$ cat src/rtl/ifq_pkg.sv
// Shared types and constants for the instruction fetch queue.
// Holds the queue entry layout, instruction width and PC step.
// Pure declarations; no timing or backpressure of its own.
package ifq_pkg;

   localparam int          INST_W = 32;
   localparam int          PC_W   = 32;
   localparam logic [31:0] PC_INC = 32'd4;

   // One queued instruction together with the address of its successor.
   typedef struct packed {
      logic [INST_W-1:0] inst;
      logic [PC_W-1:0]   pc;
   } ifq_entry_t;

   // Force a fetch address onto a word boundary.
   function automatic logic [PC_W-1:0] align_pc(input logic [PC_W-1:0] addr);
      return {addr[PC_W-1:2], 2'b00};
   endfunction

endpackage

$ cat src/rtl/ifq_fifo.sv
// Entry storage for the fetch queue: DEPTH slots with wrap-bit pointers.
// Latency: a write is visible at the head on the following cycle.
// Backpressure: none internally; the caller must never write when full.
module ifq_fifo
   import ifq_pkg::*;
#(
   parameter int DEPTH = 4
) (
   input  logic                   clk_i,
   input  logic                   rst_i,
   input  logic                   wr_en_i,
   input  ifq_entry_t             wr_dat_i,
   input  logic                   rd_en_i,
   input  logic                   flush_i,
   output ifq_entry_t             head_o,
   output logic [$clog2(DEPTH):0] count_o,
   output logic                   empty_o
);

   localparam int AW = $clog2(DEPTH);

   ifq_entry_t  mem_q [DEPTH];
   logic [AW:0] wr_ptr_q, wr_ptr_d;
   logic [AW:0] rd_ptr_q, rd_ptr_d;
   logic        do_wr;
   logic        do_rd;

   assign count_o = wr_ptr_q - rd_ptr_q;
   assign empty_o = (count_o == '0);
   assign head_o  = mem_q[rd_ptr_q[AW-1:0]];

   // Flush drops everything queued by snapping the read pointer to the write pointer.
   always_comb begin
      do_wr    = wr_en_i && !flush_i;
      do_rd    = rd_en_i && !empty_o && !flush_i;
      wr_ptr_d = wr_ptr_q + (AW+1)'(do_wr);
      rd_ptr_d = flush_i ? wr_ptr_q : rd_ptr_q + (AW+1)'(do_rd);
   end

   // Pointer registers.
   always_ff @(posedge clk_i) begin
      if (rst_i) begin
         wr_ptr_q <= '0;
         rd_ptr_q <= '0;
      end else begin
         wr_ptr_q <= wr_ptr_d;
         rd_ptr_q <= rd_ptr_d;
      end
   end

   // Storage is left uninitialised on reset; only the pointers define validity.
   always_ff @(posedge clk_i) begin
      if (do_wr) begin
         mem_q[wr_ptr_q[AW-1:0]] <= wr_dat_i;
      end
   end

endmodule

$ cat src/rtl/ifq.sv
// Instruction fetch queue: issues sequential I-cache reads, replays misses, flushes on redirect.
// Latency: request to ifq_empty low is 2 cycles; head outputs are combinational.
// Backpressure: fetch is credit-limited (queued + in flight < DEPTH); IFQ_PERF_EN adds perf counters.
module ifq
   import ifq_pkg::*;
#(
   parameter int          DEPTH    = 4,
   parameter logic [31:0] RESET_PC = 32'h0000_0000
) (
   input  logic        clk,
   input  logic        rst,
   output logic [31:0] icache_addr,
   output logic        icache_rd_en,
   input  logic [31:0] icache_dout,
   input  logic        icache_valid,
   output logic [31:0] ifq_inst,
   output logic [31:0] ifq_pc_out,
   output logic        ifq_empty,
   input  logic        ifq_rd_en,
   input  logic        ifq_jump_branch_valid,
`ifdef IFQ_PERF_EN
   output logic [31:0] perf_flush_cnt,
   output logic [31:0] perf_empty_cnt,
`endif
   input  logic [31:0] ifq_jump_branch_address
);

   localparam int AW = $clog2(DEPTH);

   logic [31:0] fetch_pc_q, fetch_pc_d;
   logic [31:0] inflight_pc_q, inflight_pc_d;
   logic        inflight_q, inflight_d;

   ifq_entry_t  head;
   ifq_entry_t  wr_entry;
   logic [AW:0] fifo_count;
   logic        fifo_empty;
   logic        flush;
   logic        hit;
   logic        replay;
   logic        issue;
   logic        fifo_wr;
   logic [AW+1:0] occupancy;

   assign flush  = ifq_jump_branch_valid;
   assign hit    = inflight_q && icache_valid;
   assign replay = inflight_q && !icache_valid;

   // Slots already spoken for: queued entries plus the response still on its way.
   assign occupancy = {1'b0, fifo_count} + (AW+2)'(inflight_q);
   assign issue     = !rst && !flush && !replay && (occupancy < (AW+2)'(DEPTH));
   assign fifo_wr   = hit && !flush && !rst;

   assign wr_entry = '{inst: icache_dout, pc: inflight_pc_q + PC_INC};

   assign icache_rd_en = issue;
   assign icache_addr  = fetch_pc_q;
   assign ifq_inst     = head.inst;
   assign ifq_pc_out   = head.pc;
   assign ifq_empty    = fifo_empty || rst;

   // Fetch sequencing: redirect beats replay, replay beats a new sequential request.
   always_comb begin
      fetch_pc_d    = fetch_pc_q;
      inflight_pc_d = inflight_pc_q;
      inflight_d    = 1'b0;
      if (flush) begin
         fetch_pc_d = align_pc(ifq_jump_branch_address);
      end else if (replay) begin
         fetch_pc_d = inflight_pc_q;
      end else if (issue) begin
         fetch_pc_d    = fetch_pc_q + PC_INC;
         inflight_d    = 1'b1;
         inflight_pc_d = fetch_pc_q;
      end
   end

   // Fetch state registers.
   always_ff @(posedge clk) begin
      if (rst) begin
         fetch_pc_q    <= align_pc(RESET_PC);
         inflight_pc_q <= '0;
         inflight_q    <= 1'b0;
      end else begin
         fetch_pc_q    <= fetch_pc_d;
         inflight_pc_q <= inflight_pc_d;
         inflight_q    <= inflight_d;
      end
   end

   ifq_fifo #(
      .DEPTH (DEPTH)
   ) u_fifo (
      .clk_i    (clk),
      .rst_i    (rst),
      .wr_en_i  (fifo_wr),
      .wr_dat_i (wr_entry),
      .rd_en_i  (ifq_rd_en),
      .flush_i  (flush),
      .head_o   (head),
      .count_o  (fifo_count),
      .empty_o  (fifo_empty)
   );

`ifdef IFQ_PERF_EN
   logic [31:0] perf_flush_q;
   logic [31:0] perf_empty_q;

   // Count redirects taken and starved cycles that were not caused by a redirect.
   always_ff @(posedge clk) begin
      if (rst) begin
         perf_flush_q <= '0;
         perf_empty_q <= '0;
      end else begin
         if (flush) begin
            perf_flush_q <= perf_flush_q + 32'd1;
         end
         if (ifq_empty && !flush) begin
            perf_empty_q <= perf_empty_q + 32'd1;
         end
      end
   end

   assign perf_flush_cnt = perf_flush_q;
   assign perf_empty_cnt = perf_empty_q;
`endif

endmodule

$ cat config.mk
export PLATFORM = sky130hd
export DESIGN_NAME = ifq
export DESIGN_NICKNAME = d
export VERILOG_FILES = /design/src/rtl/ifq_pkg.sv /design/src/rtl/ifq_fifo.sv /design/src/rtl/ifq.sv
export SDC_FILE = /design/constraint.sdc
export NUM_CORES = 1
export LEC_CHECK = 0
export CORE_UTILIZATION = 56
export DETAILED_ROUTE_END_ITERATION = 16
export PLACE_DENSITY = 0.8
export SYNTH_ARGS = -nofsm -noshare
export SYNTH_HDL_FRONTEND = slang
export SYNTH_SLANG_ARGS = --single-unit
$ cat constraint.sdc
create_clock -name clk -period 7.5 [get_ports clk]
set_clock_uncertainty 0.2 [all_clocks]
set_input_delay 0.75 -clock clk [delete_from_list [all_inputs] [get_ports clk]]
set_output_delay 0.75 -clock clk [all_outputs]
set_load 0.02 [all_outputs]
==> report_table.html <==
<table>
<tr><th>Metric</th><th>Value</th></tr>
<tr><th colspan="2">Outcome</th></tr>
<tr><td>Status</td><td>finished, final reports clean</td></tr>
<tr><th colspan="2">Cells and area</th></tr>
<tr><td>Fill cell instance count of the final layout</td><td>1667</td></tr>
<tr><td>Cell area after layout</td><td>16400 sq um</td></tr>
<tr><td>Ratio of cells with drive above 1 in the final layout</td><td>0.129</td></tr>
<tr><td>Fraction of the core area covered by cells at the end of the flow</td><td>0.694</td></tr>
<tr><td>Antenna diode count</td><td>0</td></tr>
<tr><td>Area overhead of the layout relative to synthesis</td><td>20.8%</td></tr>
<tr><td>Nets@finish</td><td>around 1.1k</td></tr>
<tr><th colspan="2">Setup path</th></tr>
<tr><td>Crit end category</td><td>output port</td></tr>
<tr><td>Origin of the worst setup path</td><td>u_fifo.rd_ptr_q[1]$_SDFF_PP0_</td></tr>
<tr><td>CP Launch Type</td><td>register</td></tr>
<tr><td>Startpoint of the lowest-slack register-to-register path</td><td>u_fifo.rd_ptr_q[1]$_SDFF_PP0_</td></tr>
<tr><td>Crit-path max FO</td><td>66</td></tr>
<tr><td>Highest-delay cell along the critical path</td><td>dfxtp_4</td></tr>
<tr><td>Peak per-stage delay on the critical path</td><td>1.02 ns</td></tr>
<tr><td>Length in cells of the worst reg-to-reg path</td><td>7</td></tr>
<tr><td>Start-to-end type of the worst setup path</td><td>reg2out</td></tr>
<tr><td>Required time worst endpoint</td><td>6.55 ns</td></tr>
<tr><td>Critical path, cell by cell</td><td>fa_1, or3b_1, nand4_1, buf_4, inv_2, clkdlybuf4s50_1</td></tr>
<tr><td>CP Data Arrival Time</td><td>4.24 ns</td></tr>
<tr><th colspan="2">Synthesis</th></tr>
<tr><td>Number of flip-flops and latches in the synthesized netlist</td><td>327</td></tr>
<tr><td>Flip-flop cell with the highest count after synthesis</td><td>edfxtp_1</td></tr>
<tr><td>Most area-consuming cells after synthesis</td><td>edfxtp_1 (56%), mux4_2 (11%), dfxtp_1 (10%)</td></tr>
<tr><td>Seq/Total Area, Yosys</td><td>0.669</td></tr>
<tr><td>Post-synth top area share</td><td>0.564</td></tr>
<tr><td>Total number of yosys warnings</td><td>0</td></tr>
<tr><td>Post-synthesis instance area</td><td>about 14000 sq um</td></tr>
<tr><td>Cell type contributing the most total cell area after synthesis</td><td>edfxtp_1</td></tr>
<tr><td>Post-synthesis async set-or-reset flop share</td><td>0</td></tr>
<tr><td>Synthesized instance count</td><td>924</td></tr>
<tr><td>Number of synthesized flops with an enable pin</td><td>256</td></tr>
<tr><td>Mapped Avg Cell Area</td><td>14.7 sq um</td></tr>
<tr><td>Number of library cell types mapped by synthesis</td><td>60</td></tr>
<tr><td>Net Count, Synth</td><td>1001</td></tr>
<tr><th colspan="2">Clocking</th></tr>
<tr><td>Post-CTS clock slew at the launch and capture registers of the worst setup and hold paths</td><td>0.06 ns</td></tr>
<tr><td>Htree depth</td><td>1</td></tr>
<tr><td>Hold Buf Count CTS</td><td>0</td></tr>
<tr><td>Source-to-sink clock delay at the later pin of the worst-skew pair</td><td>~0.55 ns</td></tr>
<tr><td>TritonCTS clock tree</td><td>built</td></tr>
<tr><td>Sink Count</td><td>327</td></tr>
<tr><td>Number of clock buffers inserted by TritonCTS</td><td>31</td></tr>
<tr><td>Maximum count of clock buffers along a single path</td><td>3</td></tr>
<tr><td>Clk root buf</td><td>clkbuf_16</td></tr>
<tr><td>Setup Buffers After CTS</td><td>0</td></tr>
<tr><td>Cts repair resizes</td><td>0</td></tr>
<tr><th colspan="2">Floorplan</th></tr>
<tr><td>Die X-Extent</td><td>158 um</td></tr>
<tr><td>Number of placed I/O pins</td><td>167</td></tr>
<tr><td>Die area</td><td>~25000 sq um</td></tr>
<tr><td>Initial Utilization</td><td>0.575</td></tr>
<tr><td>Die height</td><td>158 um</td></tr>
<tr><td>Row count</td><td>56</td></tr>
<tr><td>Area of the core</td><td>between 20000 and 25000 sq um</td></tr>
<tr><th colspan="2">Route</th></tr>
<tr><td>Average wire per standard cell</td><td>20.7 um</td></tr>
<tr><td>Met1 layer wirelength in the final routing</td><td>between 10 and 15 mm</td></tr>
<tr><td>Number of vias per cell after detailed routing</td><td>just over 6</td></tr>
<tr><td>Count of vias placed by the detailed router</td><td>about 8.6k</td></tr>
<tr><td>Wire length on met2</td><td>14.0 mm</td></tr>
<tr><td>Routed wl met3</td><td>2.36 mm</td></tr>
<tr><td>DR pass1 iterations</td><td>7</td></tr>
<tr><td>Overall routed net length</td><td>between 20 and 30 mm</td></tr>
<tr><td>Topmost layer with routed signal wires</td><td>met4</td></tr>
<tr><td>Detailed-route DRC error count</td><td>0</td></tr>
<tr><td>Violation count after the first detailed-route iteration</td><td>767</td></tr>
<tr><td>Final ANT Viol Nets</td><td>0</td></tr>
<tr><th colspan="2">Pwr</th></tr>
<tr><td>Peak VDD IR</td><td>150 uV</td></tr>
<tr><td>Static leakage</td><td>5.38 nW</td></tr>
<tr><td>Design Power</td><td>3.68 mW</td></tr>
<tr><td>Total power per unit cell area</td><td>224 nW/um^2</td></tr>
<tr><th colspan="2">Timing</th></tr>
<tr><td>Slew of the pin with the lowest slew margin</td><td>about 1.0 ns</td></tr>
<tr><td>Total Negative Setup Slacks</td><td>0 ns</td></tr>
<tr><td>Count of endpoints failing hold in the final timing report</td><td>0</td></tr>
<tr><td>Maximum clock rate</td><td>193 MHz</td></tr>
<tr><td>Max Transition Viols Final</td><td>0</td></tr>
<tr><td>Final period util</td><td>0.692</td></tr>
<tr><td>Worst relative slew slack</td><td>0.328</td></tr>
<tr><td>Setup repair after global routing missed its margin</td><td>no</td></tr>
<tr><td>Setup violators final</td><td>0</td></tr>
<tr><td>Post-route minimum period</td><td>~5.2 ns</td></tr>
<tr><th colspan="2">Placement</th></tr>
<tr><td>Total placed instance area</td><td>15500 sq um</td></tr>
<tr><td>Post-DP HPWL</td><td>17.4 mm</td></tr>
<tr><td>I/O Buffers</td><td>~160</td></tr>
<tr><td>Global placer's final weighted congestion</td><td>around 0.87</td></tr>
<tr><th colspan="2">Hold path</th></tr>
<tr><td>Tightest Hold Check Type</td><td>reg2reg</td></tr>
<tr><td>Worst hold path stage count</td><td>2</td></tr>
<tr><td>Hold path startpoint</td><td>u_fifo.wr_ptr_q[2]$_SDFF_PP0_</td></tr>
<tr><th colspan="2">Global route</th></tr>
<tr><td>Global Route Usage Sum</td><td>0.237</td></tr>
<tr><td>Vias in the first global route</td><td>just over 8k</td></tr>
<tr><td>Global-route wire length before repair</td><td>45.1 mm</td></tr>
<tr><td>Antenna violations before repair</td><td>0</td></tr>
<tr><td>Pin count of the biggest net entering global routing</td><td>75</td></tr>
<tr><td>Leftover overflow at the end of global routing</td><td>0</td></tr>
<tr><th colspan="2">Job</th></tr>
<tr><td>Max capacitance violation total</td><td>0</td></tr>
</table>
[per-stage QoR]
stage | hold slack (ns) | std cells | setup slack [ns]
4_1_cts | 0.286 | 1409 | 2.30
3_5_place_dp | 0.267 | 1353 | 2.90
3_3_place_gp | 0.253 | 1353 | 2.90
5_1_grt | 0.315 | 1409 | 2.11
2_1_floorplan | 0.245 | 924 | 1.36
6_report | 0.290 | 1409 | 2.31
[final cells by class]
type	instances	area, sq um	share of cell area
clock inverter	17	114	0.00692
sequential	327	9120	0.554
timing repair buffer	175	1710	0.104
inverter	17	63.8	0.00388
tap	319	399	0.0243
clock buffer	39	836	0.0508
multi-input combinational	515	4200	0.256
[critical path: cells and delay by family (launching register included)]
| kind | cells | cell delay [ns] |
|---|---|---|
| fa+ha+maj | 1 | 0.56 |
| flops | 1 | 1.02 |
| simple gates | 2 | 0.57 |
| buf+inv | 3 | 1.52 |
[Yosys cell counts (3+ instances only)]
master      n
a211oi_1   16
a311oi_1    6
o21ai_0    23
clkbuf_2    4
xnor2_1    23
nand4_1    17
a311o_1     3
a21oi_1    56
a21o_1      3
and3_1     16
a221oi_1    6
nand2_1    91
edfxtp_1  256
nor2b_1     3
buf_2      14
dfxtp_1    71
buf_1       9
mux4_2     64
nor4_1      4
nand4_4     3
nand2b_1    3
clkbuf_1   37
a211o_1     5
ha_1        7
nor2_1     48
nand3_1    24
mux2i_1     4
inv_1      16
xor2_1     11
a22oi_1     4
nor3_1     24
o31ai_1     3
a31oi_1    14
and4_1      5
[report_power, final]
group          leakage [nW]  internal [mW]  switching [mW]
sequential             2.96           1.97          0.0358
clock                 0.471          0.818           0.639
combinational          1.95          0.105           0.120
[cell families after synthesis]
kind of cell,share of synthesized area
multiplexers,0.109
adder cells (fa/ha/maj),0.00790
buffers and inverters,0.0245
AND/OR/NAND/NOR,0.0923
flip-flops,0.669
AO/OA/AOI/OAI,0.0741
XOR/XNOR,0.0235
[layout by cell type (no fill, tap or decap), drive strengths merged, types with 3 or more instances in the layout]
cell type,count
a221oi,7
mux2i,4
o31ai,3
nor3,24
edfxtp,256
a22oi,4
clkinv,15
mux4,64
buf,13
clkdlybuf4s50,162
a211oi,16
ha,7
a211o,5
a21o,3
a21oi,56
o21ai,23
xnor2,23
a311o,3
nor2,48
a31oi,14
inv,17
nand2b,3
nand4,20
and3,16
nand2,91
a311oi,7
dfxtp,71
nor2b,3
xor2,11
clkbuf,39
nor4,6
nand3,24
and4,6
[worst paths after layout]
kind / slack [ns] / end
max: 2.31 / icache_rd_en
min: 0.29 / u_fifo.rd_ptr_q[2]$_SDFF_PP0_
max reg2reg: 3.54 / icache_addr[18]$_SDFFE_PP0P_
min reg2reg: 0.29 / u_fifo.rd_ptr_q[2]$_SDFF_PP0_
[sequential cells by signal, indices dropped and copies added, names as in the netlist, named ones only]
register         cells
u_fifo.mem_q       256
inflight_q           1
u_fifo.rd_ptr_q      3
inflight_pc_q       32
icache_addr         30
u_fifo.wr_ptr_q      3
[routing by layer]
layer  vias to the layer above  track usage
met4                         0       0.0586
li1                       3884            -
met3                        41       0.0435
met2                       367        0.379
met5                         -            0
met1                      4290        0.339
No activity file was read; power rests on OpenSTA's default activity.
